--- src/rtl/bcd_display_pkg.sv ---
// Shared types and constants for the binary-to-BCD display encoder.
// Digit codes are {enable, nibble}; the state enum is used by the encoder FSM.
package bcd_display_pkg;
    localparam int          NUM_DIGITS        = 8;
    localparam logic [31:0] MAX_DISPLAY_VALUE = 32'd99_999_999;

    typedef logic [4:0] hex_digit_t;

    typedef enum logic [1:0] {
        S_IDLE,
        S_CONVERT,
        S_PUBLISH
    } bcd_state_t;
endpackage

--- src/rtl/bcd_add3_digit.sv ---
// Double-dabble digit correction: adds 3 to a BCD digit of 5 or more.
// Purely combinational, zero latency, no flow control.
module bcd_add3_digit (
    input  logic [3:0] i_digit,
    output logic [3:0] o_digit
);
    assign o_digit = (i_digit >= 4'd5) ? (i_digit + 4'd3) : i_digit;
endmodule

--- src/rtl/bcd_display_encoder.sv ---
// Sequential binary-to-BCD (shift-and-add-3) converter feeding eight {enable, nibble} display digits.
// Latency BIN_WIDTH+1 cycles from the accepting edge to Done; Start is ignored while Busy.
// Optional build macro LEADING_ZERO_BLANK_EN disables the enables of leading zero digits.
module bcd_display_encoder
    import bcd_display_pkg::*;
#(
    parameter int BIN_WIDTH = 27
) (
    input  logic                 Clock,
    input  logic                 Resetn,
    input  logic                 Start,
    input  logic [BIN_WIDTH-1:0] Binary_value,
    output logic                 Busy,
    output logic                 Done,
    output logic                 Overflow,
    output logic [4:0]           hex_values [7:0]
);
    localparam logic [4:0] LAST_CNT = 5'(BIN_WIDTH - 1);

    bcd_state_t           r_state;
    bcd_state_t           w_next_state;
    logic [BIN_WIDTH-1:0] r_bin;
    logic [31:0]          r_bcd;
    logic [4:0]           r_cnt;
    logic                 r_ovf_cap;
    logic                 r_ovf;
    logic                 r_done;
    hex_digit_t           r_hex      [NUM_DIGITS];
    hex_digit_t           w_hex_next [NUM_DIGITS];
    logic [31:0]          w_adj;
    logic [31:0]          w_shifted;
    logic                 w_ovf_in;

    // Only a 27-bit input can exceed eight decimal digits.
    assign w_ovf_in = (BIN_WIDTH >= 27) && (32'(Binary_value) > MAX_DISPLAY_VALUE);

    genvar g;
    generate
        for (g = 0; g < NUM_DIGITS; g++) begin : g_add3
            bcd_add3_digit u_add3 (
                .i_digit (r_bcd[4*g +: 4]),
                .o_digit (w_adj[4*g +: 4])
            );
        end
    endgenerate

    assign w_shifted = {w_adj[30:0], r_bin[BIN_WIDTH-1]};

    always_ff @(posedge Clock or negedge Resetn) begin
        if (!Resetn) begin
            r_state <= S_IDLE;
        end else begin
            r_state <= w_next_state;
        end
    end

    always_comb begin
        w_next_state = r_state;
        case (r_state)
            S_IDLE:    if (Start) w_next_state = S_CONVERT;
            S_CONVERT: if (r_cnt == LAST_CNT) w_next_state = S_PUBLISH;
            S_PUBLISH: w_next_state = S_IDLE;
            default:   w_next_state = S_IDLE;
        endcase
    end

    always_comb begin
`ifdef LEADING_ZERO_BLANK_EN
        logic v_seen;
        v_seen = 1'b0;
`endif
        for (int k = NUM_DIGITS - 1; k >= 0; k--) begin
`ifdef LEADING_ZERO_BLANK_EN
            v_seen        = v_seen | (r_bcd[4*k +: 4] != 4'd0) | (k == 0);
            w_hex_next[k] = r_ovf_cap ? 5'h1F : {v_seen, r_bcd[4*k +: 4]};
`else
            w_hex_next[k] = r_ovf_cap ? 5'h1F : {1'b1, r_bcd[4*k +: 4]};
`endif
        end
    end

    always_ff @(posedge Clock or negedge Resetn) begin
        if (!Resetn) begin
            r_bin     <= '0;
            r_bcd     <= '0;
            r_cnt     <= '0;
            r_ovf_cap <= 1'b0;
            r_ovf     <= 1'b0;
            r_done    <= 1'b0;
            r_hex     <= '{default: '0};
        end else begin
            r_done <= 1'b0;
            case (r_state)
                S_IDLE: begin
                    if (Start) begin
                        r_bin     <= Binary_value;
                        r_bcd     <= '0;
                        r_cnt     <= '0;
                        r_ovf_cap <= w_ovf_in;
                    end
                end
                S_CONVERT: begin
                    r_bcd     <= w_shifted;
                    r_bin     <= {r_bin[BIN_WIDTH-2:0], 1'b0};
                    r_cnt     <= r_cnt + 5'd1;
                    // A digit pushed out of the accumulator can never be displayed.
                    r_ovf_cap <= r_ovf_cap | w_adj[31];
                end
                S_PUBLISH: begin
                    r_hex  <= w_hex_next;
                    r_ovf  <= r_ovf_cap;
                    r_done <= 1'b1;
                end
                default: ;
            endcase
        end
    end

    assign Busy     = (r_state != S_IDLE);
    assign Done     = r_done;
    assign Overflow = r_ovf;

    always_comb begin
        for (int k = 0; k < NUM_DIGITS; k++) begin
            hex_values[k] = r_hex[k];
        end
    end
endmodule

--- config.mk ---
export PLATFORM = sky130hd
export DESIGN_NAME = bcd_display_encoder
export DESIGN_NICKNAME = d
export VERILOG_FILES = /design/src/rtl/bcd_display_pkg.sv /design/src/rtl/bcd_add3_digit.sv /design/src/rtl/bcd_display_encoder.sv
export SDC_FILE = /design/constraint.sdc
export NUM_CORES = 1
export LEC_CHECK = 0
export CAP_MARGIN = 15
export CORE_MARGIN = 2
export CORE_UTILIZATION = 55
export CTS_CLUSTER_SIZE = 8
export DETAILED_ROUTE_END_ITERATION = 7
export PLACE_DENSITY = 0.88
export REMOVE_ABC_BUFFERS = 1
export SLEW_MARGIN = 20
export SYNTH_ARGS = -nofsm -noshare
export SYNTH_HDL_FRONTEND = slang
export SYNTH_SLANG_ARGS = --single-unit
--- constraint.sdc ---
create_clock -name Clock -period 2.3 [get_ports Clock]
set_input_delay 0.575 -clock Clock [delete_from_list [all_inputs] [get_ports Clock]]
set_output_delay 0.575 -clock Clock [all_outputs]
set_load 0.005 [all_outputs]
After elaboration in Yosys (flattened, before gate mapping)
Index checks and enable logic that the tools add are counted.
- $add $sub $neg: 9
- magnitude comparators: 9
- equality and inequality tests: 5
- multiplexer cells: 28
- bitwise logic cells: 1
- reduce and logical (&&, ||, !) cells: 5
- operators with widths (kind ; number):
    two-way mux 4 bit ; 16
    one-hot mux 32 bit (2 select lines) ; 1
    one-hot mux 27 bit (2 select lines) ; 1
    adder 4 x 2 -> 4 bit (second input constant) ; 8
    greater-or-equal comparator 4 x 3 -> 1 bit (second input constant) ; 8
    two-way mux 32 bit ; 1
    greater-than comparator 27 bit (second input constant) ; 1
    two-way mux 27 bit ; 1
    one-hot mux 5 bit (2 select lines) ; 1
    adder 5 x 1 -> 5 bit (second input constant) ; 1
    == test 5 bit (second input constant) ; 1
    two-way mux 5 bit ; 1
    two-way mux 2 bit ; 2
    inequality test 2 bit (second input constant) ; 2
    one-hot mux 2 bit (2 select lines) ; 1
    AND reduction 2 bit ; 2
    nonzero test 2 bit ; 2
    == test 2 x 1 -> 1 bit (second input constant) ; 1
    == test 2 bit (second input constant) ; 1
    zero test 2 bit ; 1
    two-way mux 1 bit ; 2
    one-hot mux 1 bit (2 select lines) ; 1
    bitwise OR 1 bit ; 1
- bits in registers: 109
- input port bits: 30

Longest topological paths before layout
Gate-level depths: netlist of run 1.
- depth after elaboration: 4
- mapped depth: 6

By module
A second synthesis of run 1 with hierarchy kept.
- cell total of the unflattened synthesis: 550
- area total of the unflattened synthesis: 5076.1 µm²
- modules (own cells, without submodules) (module ; instances ; cells an instance ; area an instance (µm²) ; seq. area each (µm²)):
    bcd_display_encoder ; 1 ; 422 ; 4265.3 ; 2552.4
    bcd_add3_digit ; 8 ; 16 ; 101.3 ; 0.0

Worst setup path after synthesis of run 1
Ideal clock, no wire load.
- kind: register to register
- start: reg r_bcd[12]
- end: reg r_bcd[14]
- setup time: 0.083 ns
- arrival: 1.453 ns
- required time: 2.217 ns
- slack: 0.765 ns
- stages on the path, launching flop included: 7
- period minus slack after synthesis: 1.535 ns
- cells stage by stage: dfrtp_1 -> inv_1 -> ha_1 -> nand2b_1 -> a21oi_1 -> mux2_2 -> o21ai_0
- word-level cells in the longest chain between the ends: 3
- elaborated cells between the ends (all ways): 4
- classes of those cells: 1 x add/sub; 1 x order compare; 2 x mux
- RTL lines (what ; line ; RTL):
    start: declaration ; bcd_display_encoder.sv:23 ; logic [31:0] r_bcd;
    start signal: assignment ; bcd_display_encoder.sv:103 ; r_bcd <= w_shifted;
    adder 4 x 2 -> 4 bit / greater-or-equal comparator 4 x 3 -> 1 bit (equally long branches) ; bcd_add3_digit.sv:7 ; assign o_digit = (i_digit >= 4'd5) ? (i_digit + 4'd3) : i_digit;
    two-way mux 4 bit (*) ; bcd_add3_digit.sv:7 ;
    one-hot mux 32 bit (2 select lines) (*) ; bcd_display_encoder.sv:93 ; case (r_state)
Every way passes the cells marked *; elsewhere a longest branch is shown, timed or not.
A chain may end at the register's enable or synchronous reset.

Worst setup path in the final report of run 1
- start: reg r_state[0]
- end: out Busy
- word-level cells in the longest chain between the ends: 1
- RTL lines (what ; line ; RTL):
    start: declaration ; bcd_display_encoder.sv:20 ; bcd_state_t r_state;
    start signal: assignment ; bcd_display_encoder.sv:53 ; r_state <= w_next_state;
    nonzero test 2 bit ; bcd_display_encoder.sv:119 ; assign Busy = (r_state != S_IDLE);
    end: declaration ; bcd_display_encoder.sv:13 ; output logic Busy,
No other way between the ends.

==> summary.txt, run 1 <==
Clocking
  • CTS H-tree depth: 3
  • Clk sinks: 102
  • Clock-pin slew on the worst setup and hold paths: ~0.10 ns
  • Post_cts resized: 0
  • TritonCTS clock tree: yes
  • Longest Clk Path Bufs: 2
  • Root Buffer Master: sky130_fd_sc_hd__clkbuf_8
  • Number of buffers inserted during clock tree synthesis: 9
  • Setup Fix Bufs, Post-CTS: 0
  • CTS hold repair buffers: 0
  • Clk_lat worst skew: about 0.37 ns

Power
  • Power Total: around 7.0 mW
  • Reported leakage power: between 2 and 3 nW
  • Maximum ir drop on the vdd rail: roughly 0.00057 V
  • Pwr Density: 1160 mW/mm^2

Route
  • Drt first-iter violations: roughly 220
  • Post-DR vias/cell: between 5 and 6
  • Final routed wirelength across all metal layers: between 10000 and 15000 um
  • Via Count: between 4000 and 5000
  • Post-route DRC violation count: 0
  • Drt pass-1 iters: 4
  • Wire per inst: roughly 15 um
  • Remaining antenna violation count after routing: 0

Setup path
  • Crit Path Category: flip-flop to output pin
  • Number of buffer and inverter stages on the critical path: 2
  • Number of cells traversed by the worst register-to-register path: 4
  • Max incr delay on CP: about 0.57 ns
  • Terminus of the critical flop-to-flop path: hex_values[18]$_DFFE_PN0P_
  • Arrival time at the worst endpoint: about 1.6 ns
  • Library cell contributing the largest single delay on the critical path: sky130_fd_sc_hd__dfrtp_1
  • Required time at the worst-slack endpoint: 1.73 ns
  • Largest delay contributor family on the critical path: buffers and inverters
  • Cell chain of the critical path: nor2_1 > inv_1 > clkdlybuf4s50_1
  • Element type at the critical path end: output pin
  • Startpoint kind of the worst setup timing path: flip-flop
  • Worst reg2reg setup slack: between 0.4 and 0.5 ns
  • Startpoint of the most critical register-to-register path: r_state[0]$_DFFE_PN0P_
  • Worst-path maximum fanout: 14

Synth
  • Number of enable flip-flop cells after synthesis: 0
  • Mean area per synthesized cell: 9.63 sq um
  • Total of warnings raised by yosys: 0
  • Cell type with the highest aggregate area in the netlist: sky130_fd_sc_hd__dfrtp_1
  • Primary FF master, synth: sky130_fd_sc_hd__dfrtp_1
  • Top-count cell post-synth: sky130_fd_sc_hd__dfrtp_1
  • Synth Cell Area: between 0.005 and 0.006 sq mm
  • Ranking of synthesized cells by area: sky130_fd_sc_hd__dfrtp_1, sky130_fd_sc_hd__o21ai_0, sky130_fd_sc_hd__nand2_1
  • Register bit count reported by yosys: roughly 100
  • Number of distinct library cells after synthesis: 37
  • Fraction of synthesized cell area taken by the top area cell type: between 50 and 60%
  • Synth async-reset ratio: 100%
  • Top cells by count, synth: sky130_fd_sc_hd__dfrtp_1, sky130_fd_sc_hd__nand2_1, sky130_fd_sc_hd__o21ai_0
  • Sequential cell area fraction in the yosys report: ~51%
  • Post-Syn Instances: approximately 520

Global routing
  • Vias in the first global route: around 3900
  • Global-route wire length before repair: approximately 18000 um
  • Global route overflow: 0
  • Largest net degree at the start of global routing: 49
  • Initial antenna violation count: 0
  • Total routing usage reported by global routing: ~23%

Place
  • Total half-perimeter wirelength after legalization and detailed placement: between 7000 and 8000 um
  • Port bufs: 72
  • RD Place Congestion: 0.831

STA
  • Setup repair after global routing missed its margin: no
  • Final Max Tran Viols: 0
  • Count of endpoints failing hold in the final timing report: 0
  • Worst Hold Margin: 0.206 ns
  • Worst slew margin relative to its limit: between 50% and 60%
  • Maximum clock skew at final layout: roughly 0.016 ns
  • Shortest period the worst path allows: around 2.2 ns
  • Final setup viols: 0
  • FMAX: about 0.45 GHz
  • Slew at the pin with the worst max-slew slack: 0.650 ns
  • Part of the cycle the worst path needs: between 90% and 100%

Floorplanning
  • Area of the die: ~0.0099 sq mm
  • Placement row count: 34
  • Floorplan die width: 99.7 um
  • I/O pin total: 73
  • Vertical die dimension: ~100 um
  • Initial core utilization: about 57%
  • Core area: about 0.0088 sq mm

Finish
  • Fraction of final layout cells sized beyond drive strength 1: around 7.4%
  • Count of antenna diodes in the layout: 0
  • Total area of multi-input combinational cells: approximately 0.0022 sq mm
  • Sequential cell area in the final layout: 0.00255 sq mm
  • Area growth from synthesis to layout: 18.7%
  • Filler instances: between 600 and 700
  • Final #Nets: approximately 630

Run
  • Maxcap violations: 0

Run status
  • Run status: finished, final reports clean

Hold path
  • Hold/Removal Path Class: input port to asynchronous set/reset pin
[worst max path at each step]
stage	startpoint	end	slack (ns)	cells past startpoint
5_1_grt	r_state[0]$_DFFE_PN0P_	Busy	0.008	3
3_5_place_dp	Start	r_bin[0]$_DFFE_PN0P_	0.31	5
4_1_cts	r_state[0]$_DFFE_PN0P_	Busy	0.08	3
2_1_floorplan	r_state[0]$_DFFE_PN0P_	Overflow$_DFFE_PN0P_	-0.40	4
6_report	r_state[0]$_DFFE_PN0P_	Busy	0.08	3
3_3_place_gp	Start	r_bin[0]$_DFFE_PN0P_	0.36	5
[cell usage in the layout (no fill, tap or decap), types with 2 or more instances in the layout]
| master | count |
|---|---|
| sky130_fd_sc_hd__nor2_4 | 2 |
| sky130_fd_sc_hd__xnor2_1 | 8 |
| sky130_fd_sc_hd__a21oi_1 | 10 |
| sky130_fd_sc_hd__a32o_1 | 8 |
| sky130_fd_sc_hd__o21ai_0 | 60 |
| sky130_fd_sc_hd__nand4_1 | 3 |
| sky130_fd_sc_hd__xor2_1 | 7 |
| sky130_fd_sc_hd__a22o_1 | 4 |
| sky130_fd_sc_hd__o22ai_1 | 8 |
| sky130_fd_sc_hd__o32ai_1 | 7 |
| sky130_fd_sc_hd__clkdlybuf4s50_1 | 71 |
| sky130_fd_sc_hd__o21ai_1 | 17 |
| sky130_fd_sc_hd__mux2_2 | 6 |
| sky130_fd_sc_hd__nor2_1 | 40 |
| sky130_fd_sc_hd__dfrtp_1 | 102 |
| sky130_fd_sc_hd__clkbuf_8 | 10 |
| sky130_fd_sc_hd__nand2_1 | 74 |
| sky130_fd_sc_hd__nor3_1 | 3 |
| sky130_fd_sc_hd__buf_4 | 9 |
| sky130_fd_sc_hd__a31oi_1 | 26 |
| sky130_fd_sc_hd__clkinv_2 | 2 |
| sky130_fd_sc_hd__o31ai_2 | 5 |
| sky130_fd_sc_hd__nand2b_1 | 9 |
| sky130_fd_sc_hd__o31ai_1 | 3 |
| sky130_fd_sc_hd__buf_12 | 3 |
| sky130_fd_sc_hd__inv_1 | 20 |
| sky130_fd_sc_hd__ha_1 | 18 |
| sky130_fd_sc_hd__and2_1 | 28 |
| sky130_fd_sc_hd__mux2i_1 | 5 |
[metrics by stage]
step                setup WS (ns)  setup TNS (ns)  instance area [sq um]  std cells  utilization (%)
finish                     0.0804               0                   5980        690             67.9
global route              0.00772               0                   5980        690             67.9
CTS                        0.0783               0                   5980        690             67.9
detailed placement          0.306               0                   5780        674             65.6
global placement            0.356               0                   5780        674             65.6
floorplan                  -0.400           -6.03                   4800        483                -
[worst reg2reg max path, cell delays in order (launching register included)]
cell and delay (ns):
sky130_fd_sc_hd__dfrtp_1 0.57, sky130_fd_sc_hd__inv_1 0.18, sky130_fd_sc_hd__nand2_2 0.38, sky130_fd_sc_hd__buf_4 0.40, sky130_fd_sc_hd__o21ai_0 0.17
[power by group]
part           total [mW]  internal, mW  switching [mW]
clock network        1.15         0.536           0.615
logic                2.92          1.38            1.53
registers            2.88          2.36           0.526
[logic make-up (layout without fill, tap and decap cells)]
| family | after synthesis | in the layout | share of synthesized area [%] |
|---|---|---|---|
| buf+inv | 60 | 119 | 6.16 |
| fa+ha+maj | 18 | 18 | 4.47 |
| simple gates | 167 | 167 | 15.4 |
| mux | 11 | 11 | 2.33 |
| flops | 102 | 102 | 50.7 |
| compound gates | 150 | 150 | 18.4 |
| xor+xnor | 15 | 15 | 2.61 |
[per-layer routing]
metal / GRT usage [%] / share of wire [%] / up-vias
met5: 0 / 0 / -
met4: 8.22 / 1.9 / 0
met3: 3.65 / 5.2 / 18
met2: 37.7 / 49 / 131
met1: 30.5 / 44 / 1953
li1: - / - / 1902
[final cells by class]
| type | count | share of cell area [%] |
|---|---|---|
| clock buffers | 11 | 2.37 |
| clock inverters | 5 | 0.963 |
| well taps | 108 | 2.26 |
| repair buffers | 83 | 14.0 |
| inverters | 20 | 1.26 |
| flip-flops and latches | 102 | 42.7 |
| multi-input cells | 361 | 36.4 |
[state kept, by name, summed over array words and instances, names as in the netlist]
register,count
r_cnt,5
r_state,2
r_bcd,32
r_bin,27
hex_values,33
Done,1
Overflow,1
r_ovf_cap,1
Power figures use the tool's default switching activity.
==> run 2: changes to the inputs <==
- CORE_UTILIZATION: 55 -> 40
- PLACE_DENSITY: 0.88 -> 0.69
- clock period: 2.3 -> 2.5 ns (I/O delays scaled with it)
==> run 2 against run 1 <==
Sequential cell count unchanged. Non-clock buffer count grew 1. Critical endpoint unchanged. Critical path type unchanged. Clock skew decreased by 0.0083 ns.
==> summary.txt, run 2 (same netlist as run 1, synthesis figures left out) <==
Clocking
  • CTS H-tree depth: 3 (unchanged)
  • Longest Clk Path Bufs: 2 (unchanged)
  • Number of buffers inserted during clock tree synthesis: 9 (unchanged)
  • Clock-pin slew on the worst setup and hold paths: 0.07 ns (-0.03 ns)
  • CTS hold repair buffers: 0 (unchanged)
  • Root Buffer Master: sky130_fd_sc_hd__clkbuf_16
  • TritonCTS clock tree: yes
  • Setup Fix Bufs, Post-CTS: 0 (unchanged)
  • Clk sinks: 102 (unchanged)
  • Clk_lat worst skew: 0.34 ns (-0.03 ns)
  • Post_cts resized: 0 (unchanged)

Hold path
  • Hold/Removal Path Class: input port to asynchronous set/reset pin

Floorplanning
  • Initial core utilization: 41.4% (-16 points)
  • I/O pin total: 73 (unchanged)
  • Core area: 0.0122 sq mm (+38%)
  • Placement row count: 40 (+18%)
  • Vertical die dimension: 116 um (+17%)
  • Floorplan die width: 116 um (+17%)
  • Area of the die: 0.0135 sq mm (+36%)

Setup path
  • Worst reg2reg setup slack: 0.59 ns (+0.10 ns)
  • Crit Path Category: flip-flop to output pin
  • Library cell contributing the largest single delay on the critical path: sky130_fd_sc_hd__dfrtp_1
  • Largest delay contributor family on the critical path: flip-flops
  • Worst-path maximum fanout: 17 (+3)
  • Startpoint kind of the worst setup timing path: flip-flop
  • Cell chain of the critical path: nor2_1 > inv_1 > clkdlybuf4s50_1
  • Max incr delay on CP: 0.61 ns (+0.04 ns)
  • Arrival time at the worst endpoint: 1.69 ns (+0.05 ns)
  • Element type at the critical path end: output pin
  • Number of buffer and inverter stages on the critical path: 2 (unchanged)
  • Required time at the worst-slack endpoint: 1.88 ns (+0.15 ns)

STA
  • Shortest period the worst path allows: 2.31 ns
  • Maximum clock skew at final layout: 0.00794 ns (-0.00829 ns)
  • Final setup viols: 0 (unchanged)
  • Worst slew margin relative to its limit: 55.1% (-1.6 points)
  • Count of endpoints failing hold in the final timing report: 0 (unchanged)
  • FMAX: roughly 0.43 GHz
  • Part of the cycle the worst path needs: between 90% and 100%
  • Setup TNS after final layout: 0 ns (unchanged)
  • Setup repair after global routing missed its margin: no
  • Slew at the pin with the worst max-slew slack: 0.674 ns (+0.0244 ns)
  • Final Max Tran Viols: 0 (unchanged)

Finish
  • Fraction of final layout cells sized beyond drive strength 1: 7.72% (+0.33 points)
  • Number of flip-flops in the largest register: 33 (unchanged)
  • Commonest cells after routing, fill and taps aside: sky130_fd_sc_hd__dfrtp_1, sky130_fd_sc_hd__nand2_1, sky130_fd_sc_hd__clkdlybuf4s50_1, sky130_fd_sc_hd__o21ai_0, sky130_fd_sc_hd__nor2_1
  • Most common library cell in the layout ignoring fill and taps: sky130_fd_sc_hd__dfrtp_1
  • Final #Nets: 626 (+0.16%)
  • Filler instances: 1139 (+68%)
  • Count of antenna diodes in the layout: 0 (unchanged)
  • Area growth from synthesis to layout: 22.5%

Global routing
  • Initial antenna violation count: 0 (unchanged)
  • Global route overflow: 0 (unchanged)
  • Total routing usage reported by global routing: 17.3% (-5.4 points)
  • Global-route wire length before repair: 18600 um (+1.7%)
  • Largest net degree at the start of global routing: 65 (+33%)
  • Vias in the first global route: 3958 (+0.87%)

Route
  • Wire per inst: 14.6 um (-5.6%)
  • Via Count: 3933 (-1.8%)
  • Drt first-iter violations: 231 (+4.5%)
  • Drt pass-1 iters: 4 (unchanged)
  • Final routed wirelength across all metal layers: 10900 um (+2.7%)
  • Post-DR vias/cell: 5.24 (-9.8%)
  • Remaining antenna violation count after routing: 0 (unchanged)
  • Post-route DRC violation count: 0 (unchanged)

Run
  • Maxcap violations: 0 (unchanged)

Run status
  • Run status: finished, final reports clean

Power
  • Pwr Density: 1110 mW/mm^2 (-4.5%)
  • Reported leakage power: 2.72 nW (+1.9%)
  • Power Total: 6.85 mW (-1.4%)
  • Maximum ir drop on the vdd rail: 0.000432 V (-24%)

Place
  • Port bufs: 72 (unchanged)
  • RD Place Congestion: 0.839 (+0.93%)
  • Total half-perimeter wirelength after legalization and detailed placement: 7360 um (+1.4%)
run 2: metal layers:
| layer | track usage, % | part of all wire [%] |
|---|---|---|
| met1 | 23.7 | 49 |
| met2 | 28.3 | 46 |
| met3 | 3.01 | 3.6 |
| met4 | 5.16 | 1.2 |
| met5 | 0 | 0 |
run 2: area by class of cell:
| class | instances | area (sq um) | area share [%] |
|---|---|---|---|
| well taps | 168 | 210 | 3.41 |
| flip-flops and latches | 102 | 2550 | 41.4 |
| clock buffers | 11 | 253 | 4.10 |
| repair buffers | 84 | 821 | 13.3 |
| inverters | 20 | 75.1 | 1.22 |
| clock inverters | 5 | 81.3 | 1.32 |
| multi-input cells | 361 | 2180 | 35.3 |
run 2: stage by stage:
| step | utilization, % | hold WS, ns | instances | setup slack (ns) | cell area, sq um |
|---|---|---|---|---|---|
| after detailed placement | 48.0 | 0.463 | 735 | 0.299 | 5840 |
| after floorplan | - | 0.329 | 483 | -0.200 | 4800 |
| final | 50.7 | 0.314 | 751 | 0.189 | 6170 |
| after CTS | 50.7 | 0.328 | 751 | 0.167 | 6170 |
| after global routing | 50.7 | 0.369 | 751 | 0.0820 | 6170 |
| after global placement | 48.0 | 0.455 | 735 | 0.329 | 5840 |
run 2: worst paths after layout:
| path | end | depth (start not counted) | start |
|---|---|---|---|
| max | Busy | 3 | r_state[0]$_DFFE_PN0P_ |
| min | hex_values[8]$_DFFE_PN0P_ | 1 | Resetn |
| max reg2reg | r_ovf_cap$_DFFE_PN0P_ | 5 | r_state[0]$_DFFE_PN0P_ |
| min reg2reg | r_bin[25]$_DFFE_PN0P_ | 2 | r_bin[25]$_DFFE_PN0P_ |
| max in group asynchronous | r_bcd[29]$_DFFE_PN0P_ | 2 | Resetn |
| min in group Clock | r_bin[25]$_DFFE_PN0P_ | 2 | r_bin[25]$_DFFE_PN0P_ |
run 2: report_power, final:
group / switching (mW) / total (mW) / internal (mW)
clock network: 0.626 / 1.56 / 0.933
registers: 0.447 / 2.62 / 2.17
logic: 1.42 / 2.68 / 1.26
run 2: worst reg2reg max path, stage by stage (launching register included):
cell,delay [ns]
sky130_fd_sc_hd__dfrtp_1,0.61
sky130_fd_sc_hd__inv_1,0.13
sky130_fd_sc_hd__buf_4,0.26
sky130_fd_sc_hd__nor2_4,0.39
sky130_fd_sc_hd__o21ai_0,0.24
sky130_fd_sc_hd__a32oi_1,0.20
